===== src/rtl/seg7_scan_decoder.sv =====
// Decodes a scanned 4-digit active-low 7-segment bus back into character codes and frames.
// Latency: a digit is captured after SETTLE_CYCLES identical samples; the frame strobe follows the fourth capture by two cycles.
// Backpressure: none; this is a passive monitor, and a partial frame is dropped after TIMEOUT_CYCLES.
module seg7_scan_decoder #(
    parameter int SETTLE_CYCLES  = 16,
    parameter int TIMEOUT_CYCLES = 1_000_000,
    parameter int TO_W           = 20
) (
    input  logic       clk_100MHz,
    input  logic       reset,
    input  logic [6:0] seg,
    input  logic [3:0] an,
    output logic [4:0] char3,
    output logic [4:0] char2,
    output logic [4:0] char1,
    output logic [4:0] char0,
    output logic       frame_valid,
    output logic       frame_changed,
    output logic       anode_err,
    output logic       frame_timeout
);

    localparam int                CNT_W     = $clog2(SETTLE_CYCLES);
    localparam logic [CNT_W-1:0]  CNT_MAX   = '1;
    localparam logic [CNT_W-1:0]  SETTLE_M1 = CNT_W'(SETTLE_CYCLES - 1);
    localparam logic [TO_W-1:0]   TO_LAST   = TO_W'(TIMEOUT_CYCLES - 1);
    localparam logic [4:0]        CODE_BLANK = 5'd20;
    localparam logic              ST_SETTLE = 1'b0;
    localparam logic              ST_HOLD   = 1'b1;

    logic [3:0]       an_q, an_d;
    logic [6:0]       seg_q, seg_d;
    logic [CNT_W-1:0] stab_cnt, stab_cnt_nxt;
    logic             state;
    logic [3:0]       mask;
    logic [19:0]      slots;
    logic [19:0]      prev_frame;
    logic [TO_W-1:0]  to_cnt;

    logic       same;
    logic       legal;
    logic       illegal;
    logic [1:0] slot_idx;
    logic [4:0] glyph;
    logic       capture;
    logic       complete;
    logic       timeout_hit;

    // Table is written in abcdefg order, so the bus is reversed before lookup.
    function automatic logic [4:0] decode(input logic [6:0] abcdefg);
        case (abcdefg)
            7'b0000001: decode = 5'd0;
            7'b1001111: decode = 5'd1;
            7'b0010010: decode = 5'd2;
            7'b0000110: decode = 5'd3;
            7'b1001100: decode = 5'd4;
            7'b0100100: decode = 5'd5;
            7'b0100000: decode = 5'd6;
            7'b0001111: decode = 5'd7;
            7'b0000000: decode = 5'd8;
            7'b0000100: decode = 5'd9;
            7'b0001000: decode = 5'd10;
            7'b1100000: decode = 5'd11;
            7'b0110001: decode = 5'd12;
            7'b1000010: decode = 5'd13;
            7'b0110000: decode = 5'd14;
            7'b0111000: decode = 5'd15;
            7'b1110001: decode = 5'd16;
            7'b1101010: decode = 5'd17;
            7'b0011000: decode = 5'd18;
            7'b1000001: decode = 5'd19;
            7'b1111111: decode = 5'd20;
            default:    decode = 5'd31;
        endcase
    endfunction

    always_comb begin
        legal    = 1'b1;
        slot_idx = 2'd0;
        case (an_q)
            4'b1110: slot_idx = 2'd0;
            4'b1101: slot_idx = 2'd1;
            4'b1011: slot_idx = 2'd2;
            4'b0111: slot_idx = 2'd3;
            default: legal = 1'b0;
        endcase
        illegal = !legal && (an_q != 4'b1111);

        same = (an_q == an_d) && (seg_q == seg_d);
        if (!same)
            stab_cnt_nxt = '0;
        else if (stab_cnt == CNT_MAX)
            stab_cnt_nxt = stab_cnt;
        else
            stab_cnt_nxt = stab_cnt + 1'b1;

        glyph = decode({seg_q[0], seg_q[1], seg_q[2], seg_q[3], seg_q[4], seg_q[5], seg_q[6]});
        // The count value reached this cycle already includes the current sample.
        capture     = (state == ST_SETTLE) && legal && same && (stab_cnt_nxt == SETTLE_M1);
        complete    = (mask == 4'b1111);
        timeout_hit = (to_cnt == TO_LAST) && !complete;
    end

    always_ff @(posedge clk_100MHz) begin
        if (reset) begin
            an_q          <= 4'b1111;
            an_d          <= 4'b1111;
            seg_q         <= 7'h7f;
            seg_d         <= 7'h7f;
            stab_cnt      <= '0;
            state         <= ST_SETTLE;
            mask          <= 4'b0000;
            slots         <= {4{CODE_BLANK}};
            prev_frame    <= {4{CODE_BLANK}};
            to_cnt        <= '0;
            char3         <= CODE_BLANK;
            char2         <= CODE_BLANK;
            char1         <= CODE_BLANK;
            char0         <= CODE_BLANK;
            frame_valid   <= 1'b0;
            frame_changed <= 1'b0;
            anode_err     <= 1'b0;
            frame_timeout <= 1'b0;
        end else begin
            an_q     <= an;
            seg_q    <= seg;
            an_d     <= an_q;
            seg_d    <= seg_q;
            stab_cnt <= stab_cnt_nxt;

            if (state == ST_SETTLE && capture)
                state <= ST_HOLD;
            else if (state == ST_HOLD && !same)
                state <= ST_SETTLE;

            // A new illegal pattern (from legal, idle or another illegal one) pulses once.
            anode_err     <= illegal && (an_q != an_d);
            frame_valid   <= complete;
            frame_timeout <= timeout_hit;

            if (capture)
                slots[5*slot_idx +: 5] <= glyph;

            if (complete || timeout_hit)
                mask <= 4'b0000;
            else if (capture)
                mask <= mask | (4'b0001 << slot_idx);

            if (complete) begin
                char3         <= slots[19:15];
                char2         <= slots[14:10];
                char1         <= slots[9:5];
                char0         <= slots[4:0];
                frame_changed <= (slots != prev_frame);
                prev_frame    <= slots;
            end else begin
                frame_changed <= 1'b0;
            end

            if (complete || timeout_hit)
                to_cnt <= '0;
            else
                to_cnt <= to_cnt + 1'b1;
        end
    end

endmodule


===== config.mk =====
export PLATFORM = sky130hd
export DESIGN_NAME = seg7_scan_decoder
export DESIGN_NICKNAME = d
export VERILOG_FILES = /design/src/rtl/seg7_scan_decoder.sv
export SDC_FILE = /design/constraint.sdc
export NUM_CORES = 1
export LEC_CHECK = 0
export BUFFER_PORTS_ARGS = -buffer_cell sky130_fd_sc_hd__buf_2
export CORE_MARGIN = 8
export CORE_UTILIZATION = 45
export DETAILED_ROUTE_END_ITERATION = 10
export PLACE_DENSITY_LB_ADDON = 0.3
export REMOVE_ABC_BUFFERS = 1
export SYNTH_ARGS = -nofsm -noshare
export SYNTH_HDL_FRONTEND = slang
export SYNTH_SLANG_ARGS = --single-unit

===== constraint.sdc =====
create_clock -name clk_100MHz -period 3.7 [get_ports clk_100MHz]
set_clock_uncertainty 0.2 [all_clocks]
set_input_delay 0.74 -clock clk_100MHz [delete_from_list [all_inputs] [get_ports clk_100MHz]]
set_output_delay 0.74 -clock clk_100MHz [all_outputs]
set_load 0.01 [all_outputs]

==> flow_summary.html <==
<table>
<tr><th>Metric</th><th>Value</th></tr>
<tr><th colspan="2">Timing</th></tr>
<tr><td>Setup-violating endpoint count in the final report</td><td>0</td></tr>
<tr><td>Min cycle time layout</td><td>~2.8 ns</td></tr>
<tr><td>Actual slew at the worst max-slew pin</td><td>roughly 0.90 ns</td></tr>
<tr><td>Final hold violation count</td><td>0</td></tr>
<tr><td>Final worst path period share</td><td>0.7678</td></tr>
<tr><td>Setup repair after global routing missed its margin</td><td>false</td></tr>
<tr><td>Max_slew headroom</td><td>0.3969</td></tr>
<tr><td>Summed negative setup slack over all endpoints</td><td>0 ns</td></tr>
<tr><td>Worst-case setup margin in the final layout</td><td>between 0.8 and 0.9 ns</td></tr>
<tr><td>Maximum clock frequency</td><td>about 350 MHz</td></tr>
<tr><td>Slew Limit Fails</td><td>0</td></tr>
<tr><th colspan="2">Setup path</th></tr>
<tr><td>Crit path DAT</td><td>2.90 ns</td></tr>
<tr><td>Largest fanout on the critical path</td><td>19</td></tr>
<tr><td>Slowest stage delay, CP</td><td>roughly 0.55 ns</td></tr>
<tr><td>Worst Reg-to-Reg Cells</td><td>7</td></tr>
<tr><td>Critical path start-end classification</td><td>reg -&gt; reg</td></tr>
<tr><td>Cell type group with the largest total delay on the critical path</td><td>compound AO/OA/AOI/OAI gates</td></tr>
<tr><td>Worst flop-to-flop path endpoint</td><td>slots[17]</td></tr>
<tr><td>Critical path buffers and inverters</td><td>0</td></tr>
<tr><td>Setup crit start kind</td><td>register</td></tr>
<tr><td>Crit end category</td><td>register</td></tr>
<tr><td>Data required time at the worst endpoint</td><td>approximately 3.8 ns</td></tr>
<tr><td>Cell chain of the critical path</td><td>ha_1 &gt; xnor2_1 &gt; o32a_1 &gt; a2111oi_4 &gt; and2_1 &gt; nand2_1 &gt; a221o_1</td></tr>
<tr><td>Cell with the largest stage delay on the worst path</td><td>sky130_fd_sc_hd__and2_1</td></tr>
<tr><td>Start point of the critical path</td><td>stab_cnt[0]</td></tr>
<tr><td>Start of the worst register-to-register path</td><td>stab_cnt[0]</td></tr>
<tr><td>Reg-to-reg slack, setup</td><td>about 0.86 ns</td></tr>
<tr><th colspan="2">CTS</th></tr>
<tr><td>H-tree lvl count</td><td>3</td></tr>
<tr><td>Post-CTS setup buffers</td><td>0</td></tr>
<tr><td>Total clock sinks</td><td>95</td></tr>
<tr><td>Worst-Skew Late Latency</td><td>around 0.37 ns</td></tr>
<tr><td>Cell chosen for the clock root</td><td>sky130_fd_sc_hd__clkbuf_8</td></tr>
<tr><td>Clock tree from TritonCTS</td><td>built</td></tr>
<tr><td>Clock slew at the register clock pins of the worst setup and hold paths</td><td>about 0.1 ns</td></tr>
<tr><td>Number of instances resized during post-cts repair</td><td>0</td></tr>
<tr><td>Hold_buf cts</td><td>0</td></tr>
<tr><td>Maximum number of buffers from clock root to sink</td><td>2</td></tr>
<tr><td>Clock buffer count from CTS</td><td>9</td></tr>
<tr><th colspan="2">Layout</th></tr>
<tr><td>Most common cell after layout, fill and taps aside</td><td>sky130_fd_sc_hd__dfxtp_1</td></tr>
<tr><td># diodes</td><td>0</td></tr>
<tr><td># nets final</td><td>between 500 and 600</td></tr>
<tr><td>Layout cell share with drive strength beyond 1</td><td>0.1554</td></tr>
<tr><td>Most frequent cells in the layout</td><td>sky130_fd_sc_hd__dfxtp_1 (95), sky130_fd_sc_hd__nand2_1 (59), sky130_fd_sc_hd__nor2_1 (44), sky130_fd_sc_hd__buf_2 (36), sky130_fd_sc_hd__nand3_1 (32)</td></tr>
<tr><td>Synthesis-to-layout area growth</td><td>9.365%</td></tr>
<tr><td>Post-route standard cell area excluding fillers</td><td>slightly below 0.005 mm2</td></tr>
<tr><td>Filler Cells Inserted</td><td>~950</td></tr>
<tr><th colspan="2">Floorplanning</th></tr>
<tr><td>Site Rows</td><td>36</td></tr>
<tr><td>Number of placed I/O pins</td><td>37</td></tr>
<tr><td>Die extent in y</td><td>115.9 um</td></tr>
<tr><td>Core region area</td><td>between 0.009 and 0.01 mm2</td></tr>
<tr><td>Initial cell density of the core</td><td>0.4614</td></tr>
<tr><td>Die ar.</td><td>0.01343 mm2</td></tr>
<tr><td>Horizontal die dimension</td><td>115.9 um</td></tr>
<tr><th colspan="2">Power and ir drop</th></tr>
<tr><td>Leakage power of the design</td><td>1.913 nW</td></tr>
<tr><td>Clock group share of total power</td><td>0.386</td></tr>
<tr><td>Sequential fraction of design power</td><td>0.553</td></tr>
<tr><td>Part of the power in combinational logic</td><td>0.062</td></tr>
<tr><td>Cell internal power dissipation</td><td>around 1.4 mW</td></tr>
<tr><td>Net switching power</td><td>between 500 and 600 uW</td></tr>
<tr><td>Switching part of the total</td><td>0.2632</td></tr>
<tr><td>Areal power density over the cells</td><td>between 300 and 400 mW/mm2</td></tr>
<tr><td>Peak supply drop</td><td>approximately 0.00023 V</td></tr>
<tr><th colspan="2">Route</th></tr>
<tr><td>Pre-antenna DRT Iters</td><td>4</td></tr>
<tr><td>Total routed wirelength</td><td>9275 um</td></tr>
<tr><td>Total vias in the final route</td><td>around 3600</td></tr>
<tr><td>Antenna viol nets, final</td><td>0</td></tr>
<tr><td>DR WL/cell</td><td>13.91 um</td></tr>
<tr><td>Number of vias per cell</td><td>~5.3</td></tr>
<tr><td>Remaining routing DRC violations</td><td>0</td></tr>
<tr><td>First-iteration detailed-routing DRC count</td><td>roughly 240</td></tr>
<tr><th colspan="2">Global routing</th></tr>
<tr><td>Largest net degree at the start of global routing</td><td>35</td></tr>
<tr><td>Via count of the first global-routing pass</td><td>roughly 3300</td></tr>
<tr><td>GR Overflow Total</td><td>0</td></tr>
<tr><td>Wire length of the first global-routing pass</td><td>about 16000 um</td></tr>
<tr><td>Total global routing track utilization</td><td>0.1445</td></tr>
<tr><td>Number of antenna violations at the first check in global routing</td><td>0</td></tr>
<tr><th colspan="2">Run</th></tr>
<tr><td>Count of maximum capacitance violations</td><td>0</td></tr>
<tr><th colspan="2">Min path</th></tr>
<tr><td>Beginning of the worst hold path</td><td>slots[10]</td></tr>
<tr><td>End point of the worst hold path</td><td>char2[0]</td></tr>
<tr><td>Worst min path class</td><td>reg -&gt; reg</td></tr>
<tr><td>Number of cells traversed by the worst hold path</td><td>2</td></tr>
<tr><th colspan="2">Yosys</th></tr>
<tr><td>Synth async-reset ratio</td><td>0</td></tr>
<tr><td>Post-synth EDFFs</td><td>0</td></tr>
<tr><td>Average footprint of a synthesized cell</td><td>between 8 and 9 um2</td></tr>
<tr><td>Cell count after synthesis</td><td>roughly 510</td></tr>
<tr><td>Yosys Warn Count</td><td>0</td></tr>
<tr><td>Syn Std Cell Area</td><td>around 0.0045 mm2</td></tr>
<tr><td>Register area share after synthesis</td><td>0.4236</td></tr>
<tr><td>Synth unique cells</td><td>60</td></tr>
<tr><td>Flip-flop cell with the highest count after synthesis</td><td>sky130_fd_sc_hd__dfxtp_1</td></tr>
<tr><td>Flip-flop and latch count after synthesis</td><td>95</td></tr>
<tr><th colspan="2">Placed design</th></tr>
<tr><td>Count of input and output buffers</td><td>36</td></tr>
<tr><td>Final estimated routing congestion in global placement</td><td>approximately 0.86</td></tr>
<tr><td>Worst slack at placement</td><td>about 0.89 ns</td></tr>
<tr><td>HPWL after detailed placement</td><td>~6500 um</td></tr>
<tr><td>Placed inst area</td><td>approximately 0.0047 mm2</td></tr>
<tr><th colspan="2">Outcome</th></tr>
<tr><td>Run status</td><td>finished clean</td></tr>
</table>
-- power groups by stage --
stage	clock network [mW]	registers (mW)	logic [mW]
3_3_place_gp	0	1.09	0.117
4_1_cts	0.765	1.07	0.120
5_1_grt	0.814	1.07	0.134
6_report	0.746	1.07	0.119
3_5_place_dp	0	1.09	0.120
2_1_floorplan	0	1.08	0.0838
-- worst reg2reg max path: stages, from the launching register on --
cell,delay (ns)
sky130_fd_sc_hd__dfxtp_1,0.43
sky130_fd_sc_hd__ha_1,0.27
sky130_fd_sc_hd__xnor2_1,0.08
sky130_fd_sc_hd__o32a_1,0.32
sky130_fd_sc_hd__a2111oi_4,0.36
sky130_fd_sc_hd__and2_1,0.55
sky130_fd_sc_hd__nand2_1,0.15
sky130_fd_sc_hd__a221o_1,0.37
-- sequential cells by signal (all words and copies together), names as in the netlist, 5 cells and up --
| register | count |
|---|---|
| char3 | 5 |
| seg_d | 7 |
| slots | 20 |
| seg_q | 7 |
| to_cnt | 20 |
-- through the flow --
stage	utilization	total power, mW	cells	hold slack (ns)
after floorplan	-	1.168	481	0.2313
after global routing	0.5046	2.023	667	0.3036
after detailed placement	0.4816	1.213	651	0.2662
after CTS	0.5046	1.955	667	0.2885
final	0.5046	1.935	667	0.2893
after global placement	0.4816	1.208	651	0.2599
-- layout make-up --
| class | count | area (um2) | share of cell area |
|---|---|---|---|
| multi-input cells | 375 | 2389 | 0.4865 |
| well taps | 133 | 166.4 | 0.03389 |
| repair buffers | 37 | 187.7 | 0.03823 |
| flip-flops and latches | 95 | 1902 | 0.3874 |
| clock inverters | 7 | 100.1 | 0.02039 |
| clock buffers | 9 | 123.9 | 0.02523 |
| inverters | 11 | 41.29 | 0.008410 |
-- logic make-up after synthesis --
| kind of cell | count (synthesis) | synth area share |
|---|---|---|
| simple gates | 236 | 0.2790 |
| flops | 95 | 0.4236 |
| xor+xnor | 54 | 0.1054 |
| mux | 1 | 0.002230 |
| buf+inv | 44 | 0.04431 |
| fa+ha+maj | 11 | 0.03010 |
| compound gates | 73 | 0.1154 |
-- cells in the mapped netlist, drive strengths merged (9+ instances only) --
library cell,number,share of area
a21oi,27,0.030
xnor2,31,0.060
o21ai,9,0.011
nor2,44,0.037
buf,17,0.022
inv,10,0.0084
xor2,23,0.045
nand4,13,0.018
and3,10,0.014
ha,10,0.028
nor4,9,0.014
clkbuf,16,0.013
nor3,13,0.014
nand3,33,0.038
dfxtp,95,0.42
nand2,59,0.049
or2,22,0.031
-- how the worst max path moves through the flow --
stage | endpoint | slack (ns) | depth (start not counted)
after floorplan | slots[19] | 1.15 | 7
after global placement | slots[17] | 0.94 | 6
after detailed placement | slots[17] | 0.89 | 6
after CTS | slots[17] | 0.87 | 7
after global routing | slots[17] | 0.69 | 6
final | slots[17] | 0.86 | 7
-- per-layer routing --
layer	track usage	wire length (um)
met3	0.02658	372
met1	0.1821	4360
met5	0	0
met4	0.06742	225
met2	0.2335	4317
Power figures use the tool's default switching activity.
